`src/rtl/traceback_ctrl.sv`:
```
// Traceback sequencer for the rate-1/2, K=3 Viterbi decoder: walks survivor
// decisions backwards from an end state, then streams decoded bits in forward order.
module traceback_ctrl #(
  parameter int ADDR_W = 3,
  parameter int NS_W   = 2
) (
  input  logic                 clk,
  input  logic                 rst,
  input  logic                 st,
  input  logic [NS_W-1:0]      start_node,
  output logic                 mem_rd,
  output logic [ADDR_W-1:0]    mem_addr,
  input  logic [2**NS_W-1:0]   mem_data,
  output logic                 dout,
  output logic                 dout_valid,
  input  logic                 dout_ready,
  output logic                 busy,
  output logic                 done
);

  localparam int TB_LEN = 2**ADDR_W;
  localparam logic [ADDR_W-1:0] LAST = ADDR_W'(TB_LEN - 1);

  localparam logic [1:0] S_IDLE  = 2'd0;
  localparam logic [1:0] S_TRACE = 2'd1;
  localparam logic [1:0] S_OUT   = 2'd2;
  localparam logic [1:0] S_FIN   = 2'd3;

  logic [1:0]        state;
  logic [NS_W-1:0]   node;
  logic [TB_LEN-1:0] bits_q;
  logic              rd_q;    // mem_data for addr_q is valid this cycle
  logic [ADDR_W-1:0] addr_q;
  logic [ADDR_W-1:0] idx;

  // NOTE: the bit buffer is only TB_LEN flops, so it is reset along with the
  // control state; larger memories would normally be left unreset.
  always_ff @(posedge clk or posedge rst) begin
    if (rst) begin
      state      <= S_IDLE;
      node       <= '0;
      bits_q     <= '0;
      rd_q       <= 1'b0;
      addr_q     <= '0;
      idx        <= '0;
      mem_rd     <= 1'b0;
      mem_addr   <= '0;
      dout       <= 1'b0;
      dout_valid <= 1'b0;
      busy       <= 1'b0;
      done       <= 1'b0;
    end else begin
      case (state)
        S_IDLE: begin
          if (st) begin
            node     <= start_node;
            mem_addr <= LAST;
            mem_rd   <= 1'b1;
            busy     <= 1'b1;
            state    <= S_TRACE;
          end
        end

        S_TRACE: begin
          rd_q   <= mem_rd;
          addr_q <= mem_addr;
          // Address side runs one cycle ahead of the data side and stops at 0.
          if (mem_rd) begin
            if (mem_addr == '0) mem_rd   <= 1'b0;
            else                mem_addr <= mem_addr - 1'b1;
          end
          if (rd_q) begin
            bits_q[addr_q] <= node[NS_W-1];
            node           <= {node[0], mem_data[node]};
            if (addr_q == '0) begin
              // bits_q[0] is being written now, so present it straight from node.
              idx        <= '0;
              dout       <= node[NS_W-1];
              dout_valid <= 1'b1;
              state      <= S_OUT;
            end
          end
        end

        S_OUT: begin
          if (dout_valid && dout_ready) begin
            if (idx == LAST) begin
              dout       <= 1'b0;
              dout_valid <= 1'b0;
              done       <= 1'b1;
              state      <= S_FIN;
            end else begin
              idx  <= idx + 1'b1;
              dout <= bits_q[idx + 1'b1];
            end
          end
        end

        S_FIN: begin
          done  <= 1'b0;
          busy  <= 1'b0;
          state <= S_IDLE;
        end

        default: state <= S_IDLE;
      endcase
    end
  end

endmodule

```
`config.mk`:
```
export PLATFORM = sky130hd
export DESIGN_NAME = traceback_ctrl
export DESIGN_NICKNAME = d
export VERILOG_FILES = /design/src/rtl/traceback_ctrl.sv
export SDC_FILE = /design/constraint.sdc
export NUM_CORES = 1
export LEC_CHECK = 0
export CAP_MARGIN = 15
export CORE_AREA = 2 2 65 67
export CTS_BUF_LIST = sky130_fd_sc_hd__clkbuf_4 sky130_fd_sc_hd__clkbuf_8
export CTS_CLUSTER_DIAMETER = 50
export DETAILED_ROUTE_END_ITERATION = 8
export DIE_AREA = 0 0 67 69
export PLACE_DENSITY = 0.57
export SYNTH_ARGS = -nofsm -noshare
export SYNTH_HDL_FRONTEND = slang
export SYNTH_SLANG_ARGS = --single-unit
```
`constraint.sdc`:
```
create_clock -name clk -period 2.4 [get_ports clk]
set_clock_uncertainty 0.2 [all_clocks]
set_input_delay 0.48 -clock clk [delete_from_list [all_inputs] [get_ports clk]]
set_output_delay 0.48 -clock clk [all_outputs]
set_load 0.01 [all_outputs]
```
==> impl_metrics.yaml <==
outcome:
  outcome: "finished, final reports clean"
die:
  core_area_mm2: 0.00391
  design.die.area_mm2: 0.00462
  die_h_um: 69
  num_io_pins: 18
  start_util_pct: 39.6
  die_w_um: 67
  row_count: 23
routing:
  drc: 0
  wl_per_cell_um: 14.0
  wl_met3_um: 81
  num_vias: 1134
  wirelength_um: 3010
  via_per_inst: 5.27
  drtAntennaViolNets: 0
  first_pass_iters: 4
  drtIter0Drc: 28
  wl_met1_um: 1440
  top_layer_used: "met4"
  met2_length_um: 1440
yosys:
  syn-cell-area_mm2: 0.00155
  synth_most_common_cell: "dfrtp_1"
  yosys-top-cells-area: "dfrtp_1 (44%), ha_1 (8.9%), mux2_2 (5.1%), mux2i_1 (3.9%), inv_1 (3.6%)"
  synth_cells: 144
  yosysTopAreaCell: "dfrtp_1"
  synth_cell_types: 37
  seq_area_frac_synth_pct: 43.6
  synth_top_area_share_pct: 43.6
  synth_flop_cell: "dfrtp_1"
  synthTopCellsByCount: "dfrtp_1 (27), inv_1 (15), ha_1 (11), nand2_1 (11), o21ai_0 (10)"
  syn-num-nets: 165
  synth-edff-count: 0
  ys_async_sr_fraction_pct: 100
  ys_ff_latch: 27
  syn_avg_cell_area_um2: 10.8
  ys_warn_count: 0
cts:
  max-clock-path-buffers: 2
  post_cts_resize_count: 0
  holdBufCountCts: 0
  clockRootBuffer: "clkbuf_8"
  htreeDepth: 1
  cts_sinks: 27
  cts_tree: "built"
  cts_made_buffers: 3
  cts.clk_slew.worst_paths_ns: 0.10
  cts_setup_buffers: 0
  clk_latency_ns: 0.28
setup_path:
  critPathCaptureType: "flop"
  worst-r2r-setup-slack_ns: 0.25
  critPathMaxFanout: 7
  critPathKind: "reg2reg"
  r2r_cells: 6
  crit_start: "state[1]$_DFFE_PP0P_"
  reg2reg_to: "bits_q[0]$_DFFE_PP0P_"
  rr_startpoint: "state[1]$_DFFE_PP0P_"
  crit_end: "bits_q[0]$_DFFE_PP0P_"
  crit_required_ns: 2.36
  start_kind: "flop"
  worst_ep_arrival_time_ns: 2.11
sta:
  finalCriticalPeriod_ns: 2.15
  tns_ns: 0
  worst_pin_slew_ns: 0.356
  period_share_pct: 89.5
  finalSetupViolCount: 0
  fmax_mhz: 466
  slew_viol_final: 0
  slew_headroom_pct: 75.7
  hold_viol_final: 0
  grt_setup_unrepaired: "false"
cells_and_area:
  synthToLayoutAreaGrowth_pct: 18.6
  drive_gt1_share_pct: 13.9
  final_area_mm2: 0.00184
  layout.nets: 187
  diodes: 0
grt:
  antenna_found_initial: 0
  overflow: 0
  grt_use_total_pct: 14.9
  grt_pass1_wl_um: 5410
  grt_pass1_vias: 1181
  grt_max_degree: 28
place:
  place.gp.congestion: 0.783
  hpwl_um: 2290
  io_buffers: 17
  post_dp_cell_area_mm2: 0.00179
hold_path:
  hold_class: "reg2reg"
run:
  maxCapViolCount: 0
power:
  power_leakage_nw: 0.825
  power.density_mw_per_mm2: 408
  power_mw: 0.750
  vdd_drop_max_uv: 175
## stage by stage
stage	utilization (%)	cells	hold WS [ns]	setup WS (ns)
after global placement	45.8	211	0.273	0.186
final	47.0	215	0.301	0.253
after floorplan	-	144	0.250	0.405
after detailed placement	45.8	211	0.283	0.170
after CTS	47.0	215	0.308	0.251
after global routing	47.0	215	0.341	0.138
## state kept, by name, indices dropped and copies added (netlist names), 2 cells and up
signal,count
bits_q,8
addr_q,3
idx,3
mem_addr,3
node,2
state,2
## cell families (layout without fill, tap and decap cells)
| family | Yosys count | count (layout) | share of synthesized area, % |
|---|---|---|---|
| adder cells (fa/ha/maj) | 11 | 11 | 8.88 |
| flip-flops | 27 | 27 | 43.6 |
| AO/OA/AOI/OAI | 36 | 36 | 17.4 |
| multiplexers | 19 | 19 | 14.8 |
| AND/OR/NAND/NOR | 33 | 33 | 10.9 |
| buffers and inverters | 18 | 39 | 4.44 |
## where the power goes
group          total (mW)  internal (mW)  switching, mW
Sequential          0.455          0.455              0
Combinational      0.0297         0.0162         0.0135
Clock               0.266          0.117          0.150
Total               0.750          0.587          0.163
## metal layers
layer / GRT usage [%] / up-vias
met5: 0 / -
met4: 4.76 / 0
met3: 2.45 / 5
met2: 24.3 / 17
met1: 20.0 / 555
li1: - / 557
## how the worst min path moves through the flow
stage,from,endpoint,cells after the start
5_1_grt,bits_q[2]$_DFFE_PP0P_,bits_q[2]$_DFFE_PP0P_,2
2_1_floorplan,bits_q[0]$_DFFE_PP0P_,bits_q[0]$_DFFE_PP0P_,1
3_5_place_dp,bits_q[0]$_DFFE_PP0P_,bits_q[0]$_DFFE_PP0P_,1
4_1_cts,bits_q[0]$_DFFE_PP0P_,bits_q[0]$_DFFE_PP0P_,1
3_3_place_gp,bits_q[2]$_DFFE_PP0P_,bits_q[2]$_DFFE_PP0P_,2
6_report,bits_q[4]$_DFFE_PP0P_,bits_q[4]$_DFFE_PP0P_,2
## worst max-delay path, cell delays in order, from the launching register on
cell	delay, ns
dfrtp_1	0.45
inv_1	0.12
ha_1	0.17
inv_1	0.11
or3_1	0.49
nor3_2	0.15
mux2_1	0.33
## layout make-up
class                           count  area, um2
Fill cell                         391       2070
Multi-Input combinational cell     99        806
Sequential cell                    27        676
Timing Repair Buffer               20        193
Tap cell                           50       62.6
Inverter                           15       56.3
Clock buffer                        3       41.3
Clock inverter                      1       5.00
## placed cells by master (no fill, tap or decap), types with 2 or more instances in the layout
cell type         n
o31ai_1           6
clkdlybuf4s50_1  17
a21oi_1           6
o21ai_1           2
mux2_2            7
mux2_1            4
clkbuf_8          3
nand2_1          11
o21ai_0          10
inv_1            15
mux4_2            2
ha_1             11
nand4_1           2
a31oi_1           2
dfrtp_1          27
nand3_1           3
nor2_1            5
mux2i_1           6
buf_4             3
nand2b_1          4
Note: power is estimated with default switching activity, not from simulation.
